--- src/rtl/pwm_generator_if.sv ---
// pwm_generator_if: register bus and PWM/interrupt outputs of the PWM generator
interface pwm_generator_if #(parameter int WIDTH = 32);
  logic             we;
  logic [1:0]       addr;
  logic [WIDTH-1:0] wdata;
  logic             oe;
  logic [WIDTH-1:0] rdata;
  logic             int_clr;
  logic             intr;
  logic             pwm_out;
  modport master (output we, addr, wdata, oe, int_clr, input rdata, intr, pwm_out);
  modport slave  (input we, addr, wdata, oe, int_clr, output rdata, intr, pwm_out);
endinterface

--- src/rtl/pwm_generator.sv ---
// pwm_generator: programmable continuous/one-shot PWM with shadowed period/duty and sticky period-end interrupt
module pwm_generator #(parameter int WIDTH = 32) (
  input logic             clk,
  input logic             rst,
  pwm_generator_if.slave  bus
);
  typedef enum logic {IDLE, RUN} state_t;
  state_t           state, state_d;
  logic [2:0]       ctrl;
  logic [WIDTH-1:0] period_s, duty_s, period_a, duty_a, cnt, cnt_d;
  logic             pwm, pwm_d, irq, load, set_int, clr_en, wrap;
  assign wrap = cnt == period_a - 1'b1;
  assign bus.pwm_out = pwm;
  assign bus.intr = irq;
  assign bus.rdata = !bus.oe ? '0 :
                     bus.addr == 2'd0 ? WIDTH'(ctrl) :
                     bus.addr == 2'd1 ? period_s :
                     bus.addr == 2'd2 ? duty_s : cnt;
  // Wrap and software-clear decisions use CTRL as it was before any same-edge write
  always_comb begin
    state_d = state;
    cnt_d = '0;
    pwm_d = 1'b0;
    load = 1'b0;
    set_int = 1'b0;
    clr_en = 1'b0;
    if (state == IDLE) begin
      if (ctrl[0] && period_s != '0) begin
        state_d = RUN;
        load = 1'b1;
        pwm_d = duty_s != '0;
      end
    end else if (!ctrl[0]) begin
      state_d = IDLE;
    end else if (wrap) begin
      set_int = ctrl[2];
      clr_en = ctrl[1];
      if (ctrl[1] || period_s == '0) begin
        state_d = IDLE;
      end else begin
        load = 1'b1;
        pwm_d = duty_s != '0;
      end
    end else begin
      cnt_d = cnt + 1'b1;
      pwm_d = cnt + 1'b1 < duty_a;
    end
  end
  always_ff @(posedge clk or negedge rst) begin
    if (!rst) begin
      state <= IDLE;
      ctrl <= '0;
      period_s <= '0;
      duty_s <= '0;
      period_a <= '0;
      duty_a <= '0;
      cnt <= '0;
      pwm <= 1'b0;
      irq <= 1'b0;
    end else begin
      state <= state_d;
      cnt <= cnt_d;
      pwm <= pwm_d;
      if (load) begin
        period_a <= period_s;
        duty_a <= duty_s;
      end
      if (bus.we && bus.addr == 2'd0) ctrl <= bus.wdata[2:0];
      if (clr_en) ctrl[0] <= 1'b0;
      if (bus.we && bus.addr == 2'd1) period_s <= bus.wdata;
      if (bus.we && bus.addr == 2'd2) duty_s <= bus.wdata;
      irq <= set_int | (irq & ~bus.int_clr);
    end
  end
endmodule

--- src/flat_wrapper.sv ---
// flat-port wrapper written by rule: the top's interface ports become plain ports
module pwm_generator_flat 
#(parameter int WIDTH = 32)
  (clk, rst, bus_we, bus_addr, bus_wdata, bus_oe, bus_int_clr, bus_rdata, bus_intr, bus_pwm_out);
  pwm_generator_if #(.WIDTH(WIDTH)) bus_i ();
  input logic clk;
  input logic rst;
  input wire logic [$bits(bus_i.we)-1:0] bus_we;
  input wire logic [$bits(bus_i.addr)-1:0] bus_addr;
  input wire logic [$bits(bus_i.wdata)-1:0] bus_wdata;
  input wire logic [$bits(bus_i.oe)-1:0] bus_oe;
  input wire logic [$bits(bus_i.int_clr)-1:0] bus_int_clr;
  output wire logic [$bits(bus_i.rdata)-1:0] bus_rdata;
  output wire logic [$bits(bus_i.intr)-1:0] bus_intr;
  output wire logic [$bits(bus_i.pwm_out)-1:0] bus_pwm_out;
  assign bus_i.we = bus_we;
  assign bus_i.addr = bus_addr;
  assign bus_i.wdata = bus_wdata;
  assign bus_i.oe = bus_oe;
  assign bus_i.int_clr = bus_int_clr;
  assign bus_rdata = bus_i.rdata;
  assign bus_intr = bus_i.intr;
  assign bus_pwm_out = bus_i.pwm_out;
  pwm_generator #(.WIDTH(WIDTH)) u_core (.clk(clk), .rst(rst), .bus(bus_i));
endmodule
--- config.mk ---
export PLATFORM = sky130hd
export DESIGN_NAME = pwm_generator_flat
export DESIGN_NICKNAME = d
export VERILOG_FILES = /design/src/rtl/pwm_generator_if.sv /design/src/rtl/pwm_generator.sv /design/src/flat_wrapper.sv
export SDC_FILE = /design/constraint.sdc
export NUM_CORES = 1
export LEC_CHECK = 0
export BUFFER_PORTS_ARGS = -buffer_cell sky130_fd_sc_hd__buf_2
export CAP_MARGIN = 40
export CORE_MARGIN = 1
export CORE_UTILIZATION = 55
export CTS_BUF_LIST = sky130_fd_sc_hd__clkbuf_16
export CTS_CLUSTER_DIAMETER = 30
export CTS_CLUSTER_SIZE = 14
export DETAILED_ROUTE_END_ITERATION = 16
export PLACE_DENSITY = 0.74
export SETUP_SLACK_MARGIN = 0.02
export SYNTH_ARGS = -nofsm -noshare
export SYNTH_HDL_FRONTEND = slang
export SYNTH_SLANG_ARGS = --single-unit
--- constraint.sdc ---
create_clock -name clk -period 6.6 [get_ports clk]
set_input_delay 0.99 -clock clk [delete_from_list [all_inputs] [get_ports clk]]
set_output_delay 0.99 -clock clk [all_outputs]
set_load 0.1 [all_outputs]
# Word level (Yosys, flattened, before mapping)
# Index checks and enable logic that the tools add are counted.
word_totals:
  ff_bits: 166
  out_inout_bits: 34
  elab_cells: 57
classes:
  add_sub_neg: 2
  magnitude_cmp: 1
  n_eq_ne: 3
  mux: 28
  bitwise_logic: 3
  n_reduce_logical: 10
ops:
  columns: ["cell", "count"]
  rows:
  - ["$mux 32", 7]
  - ["$reduce_bool 32->1", 2]
  - ["$add 32x1->32 const B", 1]
  - ["$eq 32x32->1", 1]
  - ["$logic_not 32->1", 1]
  - ["$lt 32x32->1", 1]
  - ["$sub 32x1->32 const B", 1]
  - ["$mux 1", 21]
  - ["$logic_and 1x1->1", 4]
  - ["$eq 2x1->1 const B", 1]
  - ["$eq 2x2->1 const B", 1]
  - ["$logic_not 2->1", 1]
  - ["$reduce_bool 2->1", 1]
  - ["$and 1x1->1", 1]
  - ["$logic_or 1x1->1", 1]
  - ["$not 1->1", 1]
  - ["$or 1x1->1", 1]

# Longest topological paths before layout
# Gate-level depths: netlist (run 1).
depth:
  ltp_word: 6
  mapped_depth: 17

# Worst setup path before layout (run 1)
# No wires, ideal clock.
synth_path:
  kind: "in2out"
  from: "input port bus_addr[0]"
  to: "output port bus_rdata[24]"
  arrival_ps: 3392
  required_ps: 5610
  path_slack_ps: 2218
  stages: 5
  cell_sequence: "clkbuf_1 clkbuf_1 buf_1 a22oi_1 nor2b_1"
synth_via:
  elab_chain_len: 5
synth_lines:
  columns: ["element", "line_no", "rtl"]
  rows:
  - ["start, declared", "flat_wrapper.sv:9", "input wire logic [$bits(bus_i.addr)-1:0] bus_addr;"]
  - ["$eq 2x2->1", "pwm_generator.sv:18", "bus.addr == 2'd2 ? duty_s : cnt;"]
  - ["$mux 32", "pwm_generator.sv:18", null]
  - ["$mux 32", "pwm_generator.sv:17", "bus.addr == 2'd1 ? period_s :"]
  - ["$mux 32 (*)", "pwm_generator.sv:16", "bus.addr == 2'd0 ? WIDTH'(ctrl) :"]
  - ["$mux 32 (*)", "pwm_generator.sv:15", "assign bus.rdata = !bus.oe ? '0 :"]
  - ["end, declared", "flat_wrapper.sv:13", "output wire logic [$bits(bus_i.rdata)-1:0] bus_rdata;"]
# Mark *: on every way between the ends. The rest lies on a longest branch, timed or not.

# Final worst setup path (run 1)
layout_path:
  from: "register u_core.period_a[0]"
  to: "register u_core.period_a[30]"
layout_via:
  elab_chain_len: 5
layout_lines:
  columns: ["element", "line_no", "rtl"]
  rows:
  - ["start, declared", "pwm_generator.sv:10", "logic [WIDTH-1:0] period_s, duty_s, period_a, duty_a, cnt, cnt_d;"]
  - ["start signal, assigned", "pwm_generator.sv:65", "period_a <= period_s;"]
  - ["$sub 32x1->32", "pwm_generator.sv:12", "assign wrap = cnt == period_a - 1'b1;"]
  - ["$eq 32x32->1", "pwm_generator.sv:12", null]
  - ["$mux 1", "pwm_generator.sv:35", "end else if (wrap) begin"]
  - ["$mux 1", "pwm_generator.sv:33", "end else if (!ctrl[0]) begin"]
  - ["$mux 1", "pwm_generator.sv:27", "if (state == IDLE) begin"]
# Every way passes these cells.
# A chain may end at the register's enable or synchronous reset.

==> metrics.yaml, run 1 <==
status: "finished clean"
grt_max_degree: 94
gp_congestion: 0.8976
setup_slack_ns: 2.392
hold_viol_final: 0
syn_inst: 925
synth-edff-count: 0
dp_slack_ns: 2.446
ys_warn_count: 0
port_buffers: 72
finalPower_mw: 4.002
vias_per_cell: 5.884
max_slew_margin: 0.4290
period_needed_ns: 4.208
worst-path-max-fanout: 32
crit_type: "reg2reg"
n_fill_cell: 1399
synth_nets: 997
cts.reportedPaths.clkPinSlew_ns: 0.06
antenna_found_initial: 0
min_path_type: "reg2reg"
skew_ns: 0.01020
clk_path_buf_depth: 2
cp_data_arrival_time_ns: 4.51
drc: 0
worst_pin_slew_ns: 0.8565
slew_violations: 0
hold_depth: 1
grt_usage: 0.2687
r2r_setup_slack_ns: 2.39
core_region_area_sq_um: 17540
period_share: 0.6375
synth_top_cell_area_share: 0.4147
irDropWorstVdd_uv: 324.3
p_per_area_nw_per_um2: 359.1
grt_pass1_vias: 7079
worstReg2RegEnd: "u_core.period_a[30]"
fmax_ghz: 0.2377
dieHeight_microns: 137.0
die-area_sq_um: 18760
num_vias: 7190
fin_nets: 1055
tritoncts: "done"
clock_latency_ns: 0.42
area_growth_pct: 11.23
r2r.worst_path.cells: 11
startpoint_type: "flop"
h-tree-depth: 4
root_buffer: "clkbuf_16"
cp-startpoint: "u_core.period_a[0]"
synthesis.area_sq_um: 10020
die_w_microns: 137.0
synth-seq-cells: 166
grt_pass1_wl_microns: 38340
fin_cells: 1222
grt.overflow.total: 0
post-dp-hpwl_microns: 17150
ctsHoldBuffers: 0
wl_microns: 23780
ios: 73
cts.repair.resized: 0
yosys_most_used_dff: "dfrtp_1"
yosysTopAreaCell: "dfrtp_1"
setup_viol: 0
avgSynthCellArea_sq_um: 10.83
cts_setup_buffers: 0
wl_per_cell_microns: 19.46
drv_cap: 0
hold_end: "u_core.duty_a[0]"
synthTopCellsByArea: "dfrtp_1, mux2_2, mux2_4"
worstPathRequired_ns: 6.90
synth_cell_types: 66
drtIter0Drc: 530
start_util: 0.5712
ys_seq_area_frac: 0.4147
detail-route-antenna-nets: 0
drive_above_1_share: 0.2831
tns_ns: 0
dr.pass1.iters: 5
numCtsBuffers: 17
place_inst: 1189
cts.sinks: 166
post-route-util: 0.6353
holdCritStartpoint: "u_core.duty_a[0]"
timing.rr.start: "u_core.period_a[0]"
power_leakage_nw: 5.239
rows: 48
synth-async-reset-ratio: 1.000
rsz0062_at_grt: "false"
cp-end-kind: "flop"
==> report_power, final <==
part | total (mW) | switching, mW | internal, mW
logic | 1.42 | 0.705 | 0.714
clock network | 0.930 | 0.417 | 0.513
registers | 1.65 | 0.349 | 1.30
==> sequential cells by signal (all words and copies together), names as in the netlist, 3 cells and up <==
signal / cells
u_core.cnt: 32
u_core.duty_a: 32
u_core.duty_s: 32
u_core.period_a: 32
u_core.period_s: 32
u_core.ctrl: 3
==> cells in the mapped netlist, types with 2 or more instances <==
master,n
dfrtp_1,166
mux2_2,95
nand2_1,71
mux2_4,60
nor2b_1,47
inv_1,41
o21ai_0,37
xnor2_1,36
ha_1,33
nor2_1,32
and2_1,30
xor2_1,29
clkbuf_1,26
nor4_1,25
nand3_1,18
and3_1,16
nand4_1,15
a21oi_1,13
nor3_1,11
a21o_1,10
a22oi_1,8
buf_6,7
buf_1,6
nor3b_1,6
or4_1,6
mux2i_1,5
nand3b_1,5
a31oi_1,4
mux2_1,4
nand2b_1,4
or3_1,4
mux4_2,3
nor4_2,3
o21ai_1,3
o22ai_1,3
o31ai_1,3
or2_2,3
a2111oi_0,2
a211oi_1,2
a311oi_1,2
and4b_1,2
buf_2,2
nand4b_1,2
o211ai_1,2
o311ai_0,2
==> worst max-delay path: stages (launching register included) <==
cell	delay [ns]
dfrtp_1	0.45
inv_1	0.10
ha_1	0.22
nor2b_1	0.27
nand4b_2	0.24
a2111oi_2	0.34
a21oi_1	0.09
or3_1	0.38
or4_4	0.58
o32a_2	0.61
buf_4	0.41
mux2_1	0.39
==> metrics by stage <==
step                      instance area, sq um  hold WS, ns
final                                    11140       0.4953
after global routing                     11140       0.5257
after CTS                                11140       0.4987
after detailed placement                 10600       0.4842
after global placement                   10500       0.4760
after floorplan                          10020       0.4642
==> how the worst max path moves through the flow <==
stage,endpoint,depth (start not counted)
final,u_core.period_a[30],11
after global routing,u_core.duty_a[31],11
after CTS,u_core.period_a[30],9
after detailed placement,u_core.duty_a[31],9
after global placement,u_core.period_a[30],9
after floorplan,bus_rdata[24],5
==> per-layer routing <==
| metal | vias to the layer above | global-route usage | share of wire |
|---|---|---|---|
| met2 | 180 | 0.4285 | 0.46 |
| met5 | - | 0 | 0 |
| met3 | 23 | 0.05370 | 0.049 |
| met4 | 0 | 0.06227 | 0.013 |
| met1 | 3583 | 0.3759 | 0.47 |
| li1 | 3404 | - | - |
==> cells by family after synthesis <==
logic type	count (synthesis)	synth area share
buffers and inverters	83	0.03697
adders and majority gates	33	0.04122
xor gates and xnor gates	65	0.05683
AOI/OAI and AO/OA	101	0.06458
DFF	166	0.4147
and+or+nand+nor	310	0.1727
muxes	167	0.2130
==> layout make-up <==
cell class                 instances  area (sq um)  area share
inverter                          41         153.9     0.01381
timing repair buffer              81         506.7     0.04548
clock inverter                    15         112.6     0.01011
antenna                            1         2.502   0.0002246
multi-input combinational        676          5505      0.4941
tap                              225         281.5     0.02527
clock buffer                      17         425.4     0.03818
sequential                       166          4154      0.3728
==> layout by cell type (no fill, tap or decap), types with 15 or more instances in the layout <==
cell	synthesis	layout
and2_1	30	30
and3_1	16	16
buf_2	2	71
clkbuf_16	0	17
dfrtp_1	166	166
ha_1	33	33
inv_1	41	43
mux2_2	95	95
mux2_4	60	60
nand2_1	71	71
nand3_1	18	18
nand4_1	15	15
nor2_1	32	32
nor2b_1	47	47
nor4_1	25	25
o21ai_0	37	37
xnor2_1	36	36
xor2_1	29	29
Power figures use the tool's default switching activity.
==> inputs of run 2 (changes only) <==
Settings changed: ABC_AREA from default to 1, PLACE_DENSITY 0.74 to 0.77.
Clock period 6.6 ns to 3.84 ns, I/O delays scaled along.
==> metrics.yaml, run 2 <==
die_w_microns: 139.5  # +1.9%
num_vias: 9750  # +36%
setup_slack_ns: 0.2822  # -2.110 ns
ys_warn_count: 0  # unchanged
start_util: 0.5692  # -0.002036
min_path_type: "in2async"
cts.reportedPaths.clkPinSlew_ns: 0.07  # about the same
power_leakage_nw: 6.320  # +21%
cpMaxStageDelayCell: "nor4b_1"
root_buffer: "clkbuf_16"
drive_above_1_share: 0.09579  # -0.1873
final_cell_mix: "nand2_1, inv_1, dfrtp_1"
finalPower_mw: 6.677  # +67%
core_region_area_sq_um: 18270  # +4.2%
cp_data_arrival_time_ns: 3.87  # -0.64 ns
layout_commonest_cell: "nand2_1"
detail-route-antenna-nets: 0  # unchanged
irDropWorstVdd_uv: 368.7  # +14%
syn_inst: 1487  # +61%
yosysTopAreaCell: "dfrtp_1"
numCtsBuffers: 17  # unchanged
antenna_found_initial: 0  # unchanged
crit_chain: "ha_1 -> nand4_1 -> nor2_2 -> inv_1 -> nor3_1 -> nand3_1 -> nor4b_1 -> nand3_1 -> nand2_1 -> inv_1 -> ha_1 -> nand4_1 -> nor3_2 -> nand4_1 -> nor4b_2 -> nand2_1 -> nand3_1 -> nand2_1"
cts.sinks: 166  # unchanged
drtIter0Drc: 987  # +86%
drc: 0  # unchanged
cp-end-kind: "flop"
worst-path-max-fanout: 5  # -84%
synthTopCellsByArea: "dfrtp_1, nand2_1, inv_1"
worstPathRequired_ns: 4.16  # -2.74 ns
ios: 73  # unchanged
h-tree-depth: 4  # unchanged
grt.overflow.total: 0  # unchanged
startpoint_type: "flop"
dp_slack_ns: 0.1548  # -2.291 ns
fmax_ghz: 0.2811  # +18%
synth_cell_types: 42  # -36%
port_buffers: 72  # unchanged
ys_seq_area_frac: 0.3995  # -0.01522
wl_per_cell_microns: 16.29  # -16%
synth-edff-count: 0  # unchanged
period_share: 0.9265  # +0.2890
grt_pass1_vias: 9008  # +27%
area_growth_pct: 10.70
clock_latency_ns: 0.43  # about the same
hold_viol_final: 0  # unchanged
rows: 49  # +2.1%
dieHeight_microns: 139.5  # +1.9%
fin_nets: 1604  # +52%
cts.repair.resized: 0  # unchanged
drv_cap: 0  # unchanged
post-dp-hpwl_microns: 21730  # +27%
wl_microns: 28900  # +22%
cts_setup_buffers: 0  # unchanged
crit_type: "reg2reg"
max_slew_margin: 0.4859  # +0.05690
grt_max_degree: 85  # -9.6%
cpPeakStageDelay_ns: 0.51  # -0.10 ns
status: "finished clean"
slew_violations: 0  # unchanged
p_per_area_nw_per_um2: 580.1  # +62%
dr.pass1.iters: 5  # unchanged
synth.most_common_cell: "nand2_1"
synth_top_cell_area_share: 0.3995  # -0.01522
yosys_most_used_dff: "dfrtp_1"
diodes: 0  # -1
synthesis.area_sq_um: 10400  # +3.8%
synth_nets: 1559  # +56%
skew_ns: 0.009641  # -0.0005607 ns
synth-seq-cells: 166  # unchanged
yosys-top-cells-count: "nand2_1, inv_1, dfrtp_1"
synth-async-reset-ratio: 1.000  # unchanged
ctsHoldBuffers: 0  # unchanged
period_needed_ns: 3.558  # -0.6500 ns
grt_usage: 0.3082  # +0.03943
die-area_sq_um: 19460  # +3.8%
gp_congestion: 0.9601  # +7.0%
clk_path_buf_depth: 2  # unchanged
setup_viol: 0  # unchanged
vias_per_cell: 5.496  # -6.6%
worst_pin_slew_ns: 0.7712  # -0.08534 ns
avgSynthCellArea_sq_um: 6.993  # -35%
grt_pass1_wl_microns: 46700  # +22%
tritoncts: "done"
post-route-util: 0.6301  # -0.005294
run 2: cell count changes in the layout (fill, tap and decap cells not counted), moves of 16 or more:
cell     delta
nand4_1    +16
xnor2_1    -29
mux2_4     -60
nor2b_1    -47
o21ai_0    +86
nor4_1     -16
and2_1     -27
a21oi_1    +31
nand3_1    +96
nand2_1   +359
mux2_2     -95
inv_1     +180
nor2_1     +90
run 2: cell families after synthesis:
| family | Yosys count | synth area share |
|---|---|---|
| AND/OR/NAND/NOR | 772 | 0.3190 |
| buffers and inverters | 282 | 0.1084 |
| AO/OA/AOI/OAI | 187 | 0.09385 |
| flip-flops | 166 | 0.3995 |
| XOR/XNOR | 47 | 0.03959 |
| adder cells (fa/ha/maj) | 33 | 0.03971 |
run 2: stage by stage:
stage,std cells,area [sq um],hold WS (ns),TNS [ns]
6_report,1774,11510,0.1902,0
5_1_grt,1774,11510,0.2566,-0.01304
4_1_cts,1774,11480,0.2133,0
3_5_place_dp,1742,10920,0.4935,0
3_3_place_gp,1740,10880,0.4895,0
2_1_floorplan,1487,10400,0.2804,0
run 2: report_power, final:
group | total [mW] | switching [mW] | internal, mW
Clock | 1.65 | 0.702 | 0.948
Combinational | 2.45 | 1.65 | 0.799
Sequential | 2.58 | 0.433 | 2.15
run 2: metal layers:
layer	vias to the layer above	GRT usage	part of all wire
li1	4784	-	-
met1	4503	0.4684	0.47
met2	412	0.4483	0.42
met3	51	0.04095	0.079
met4	0	0.1088	0.024
met5	-	0	0
run 2: layout make-up:
| cell class | instances | area [sq um] |
|---|---|---|
| repair buffers | 84 | 494.2 |
| inverters | 224 | 840.8 |
| clock buffers | 17 | 425.4 |
| clock inverters | 15 | 141.4 |
| multi-input cells | 1039 | 5169 |
| flip-flops and latches | 166 | 4154 |
| well taps | 229 | 286.5 |
| fillers | 1688 | 6759 |
run 2: path summary, 6_finish.rpt:
| check | cells past startpoint | slack, ns | start | end |
|---|---|---|---|---|
| worst max-delay path | 18 | 0.28 | u_core.cnt[0] | u_core.bus.pwm_out |
| worst min-delay path | 1 | 0.19 | rst | u_core.duty_s[1] |
| worst max register to register | 18 | 0.28 | u_core.cnt[0] | u_core.bus.pwm_out |
| worst min register to register | 2 | 0.51 | u_core.duty_a[2] | u_core.duty_a[2] |
| max in group asynchronous | 2 | 2.82 | rst | u_core.cnt[3] |
| min in group clk | 2 | 0.33 | bus_int_clr | u_core.bus.intr |
run 2: critical path: cells and delay by family, from the launching register on:
| family | cells | cell delay, ns |
|---|---|---|
| adder cells (fa/ha/maj) | 2 | 0.49 |
| buffers and inverters | 2 | 0.12 |
| flip-flops | 1 | 0.42 |
| AND/OR/NAND/NOR | 14 | 2.42 |
==> inputs of run 3 (changes only) <==
Settings changed: CTS_CLUSTER_DIAMETER 30 to default, PLACE_DENSITY 0.77 to 0.74.
Clock period 3.84 ns to 4.5 ns, I/O delays scaled along.
==> metrics.yaml, run 3 (synthesized netlist as in run 2, its figures left out) <==
status: "finished clean"
grt_max_degree: 68  # -20%
max_slew_margin: 0.5312  # +0.04534
root_buffer: "clkbuf_16"
fmax_ghz: 0.2573  # -8.5%
setup_slack_ns: 0.6131  # +0.3309 ns
n_fill_cell: 1625  # -3.7%
cpPeakStageDelay_ns: 0.58  # +0.07 ns
dieHeight_microns: 139.5  # unchanged
ctsHoldBuffers: 0  # unchanged
seqPwrFrac: 0.383  # -0.004
dr.pass1.iters: 5  # unchanged
crit_chain: "ha_1 -> nand4_1 -> nor2_1 -> inv_1 -> nor3_1 -> nand3_1 -> nor4b_1 -> nand3_1 -> nand2_1 -> inv_1 -> ha_1 -> nand4_1 -> nor3_1 -> nand4_1 -> nor4b_1 -> nand2_1 -> nand3_1 -> nand2_1"
cp-end-kind: "flop"
worst_pin_slew_ns: 0.7032  # -0.06800 ns
rsz0062_at_grt: "false"
design_area_sq_um: 11530  # +0.21%
finalPower_mw: 5.733  # -14%
period_needed_ns: 3.887  # +0.3292 ns
grt.overflow.total: 0  # unchanged
power_frac_clock: 0.251  # +0.004
vias_per_cell: 5.475  # -0.39%
place_inst: 1742  # unchanged
clk_path_buf_depth: 2  # unchanged
drv_cap: 0  # unchanged
port_buffers: 72  # unchanged
irDropWorstVdd_uv: 276.8  # -25%
placed_area_sq_um: 10960  # +0.37%
cts_setup_buffers: 0  # unchanged
fin_cells: 1774  # unchanged
worstPathRequired_ns: 4.82  # +0.66 ns
cp_data_arrival_time_ns: 4.21  # +0.34 ns
cts.sinks: 166  # unchanged
power_leakage_nw: 6.330  # +0.16%
hold_viol_final: 0  # unchanged
combPwrFrac: 0.366  # about the same
wl_per_cell_microns: 16.44  # +0.92%
gp_congestion: 0.9422  # -1.9%
final_cell_mix: "nand2_1, inv_1, dfrtp_1"
cts.repair.resized: 0  # unchanged
slew_violations: 0  # unchanged
drtIter0Drc: 943  # -4.5%
power.share.switching: 0.4171  # about the same
dp_slack_ns: 0.8167  # +0.6620 ns
area_growth_pct: 10.93
rows: 49  # unchanged
detail-route-antenna-nets: 0  # unchanged
start_util: 0.5692  # unchanged
cpMaxStageDelayCell: "nor4b_1"
tns_ns: 0  # unchanged
crit_type: "reg2reg"
period_share: 0.8638  # -0.06274
tritoncts: "done"
setup_viol: 0  # unchanged
numCtsBuffers: 17  # unchanged
core_region_area_sq_um: 18270  # unchanged
startpoint_type: "flop"
drive_above_1_share: 0.09385  # -0.001942
layout_commonest_cell: "nand2_1"
skew_ns: 0.008853  # -0.0007880 ns
h-tree-depth: 4  # unchanged
wl_microns: 29170  # +0.92%
post-route-util: 0.6314  # +0.001301
ios: 73  # unchanged
die-area_sq_um: 19460  # unchanged
worst-path-max-fanout: 5  # unchanged
internal-power_mw: 3.342  # -14%
post-dp-hpwl_microns: 22300  # +2.6%
power_switching_mw: 2.391  # -14%
drc: 0  # unchanged
num_vias: 9712  # -0.39%
grt_pass1_wl_microns: 46690  # about the same
diodes: 0  # unchanged
min_path_type: "in2async"
cts.reportedPaths.clkPinSlew_ns: 0.07  # about the same
die_w_microns: 139.5  # unchanged
antenna_found_initial: 0  # unchanged
p_per_area_nw_per_um2: 497.0  # -14%
fin_nets: 1604  # unchanged
grt_pass1_vias: 8959  # -0.54%
clock_latency_ns: 0.44  # about the same
whs_ns: 0.1266  # -0.06368 ns
grt_usage: 0.3129  # +0.004734
==> run 3: cell types whose count changed in the layout (fill, tap and decap cells not counted), moves of 2 or more <==
cell / delta
buf_4: -3
nor2_1: +3
clkinv_4: -2
inv_1: -2
inv_6: +2
nor2_2: -2
==> run 3: path summary, 6_finish.rpt <==
path                            slack (ns)         startpoint             endpoint  cells past startpoint
worst max-delay path                  0.61      u_core.cnt[0]   u_core.bus.pwm_out                     18
worst min-delay path                  0.13                rst     u_core.duty_s[0]                      1
worst max register to register        0.61      u_core.cnt[0]   u_core.bus.pwm_out                     18
worst min register to register        0.51  u_core.duty_a[23]    u_core.duty_a[23]                      2
max in group asynchronous             3.35                rst  u_core.period_a[21]                      3
min in group clk                      0.42        bus_int_clr      u_core.bus.intr                      2
==> run 3: layout make-up <==
| class | count | area [sq um] | share of cell area |
|---|---|---|---|
| Multi-Input combinational cell | 1039 | 5140 | 0.4456 |
| Sequential cell | 166 | 4154 | 0.3601 |
| Inverter | 224 | 840.8 | 0.07289 |
| Timing Repair Buffer | 84 | 534.3 | 0.04632 |
| Clock buffer | 17 | 425.4 | 0.03688 |
| Tap cell | 229 | 286.5 | 0.02484 |
| Clock inverter | 15 | 153.9 | 0.01334 |
==> run 3: power groups by stage <==
stage / sequential (mW) / clock [mW] / combinational (mW)
final: 2.19 / 1.44 / 2.10
after CTS: 2.18 / 1.45 / 2.09
after detailed placement: 2.21 / 0 / 2.07
after global placement: 2.19 / 0 / 2.04
after global routing: 2.24 / 1.51 / 2.38
after floorplan: 2.12 / 0 / 1.60
==> run 3: worst max-delay path, delay by kind of cell, from the launching register on <==
family	cells	cell delay, ns
adders and majority gates	2	0.50
buffers and inverters	2	0.15
DFF	1	0.42
and+or+nand+nor	14	2.71
==> run 3: layer usage <==
metal,vias up,GRT usage,wire length (microns)
met2,413,0.4583,12440
met1,4473,0.4741,13550
met4,0,0.1023,564
li1,4788,-,-
met3,38,0.04474,2619
met5,-,0,0
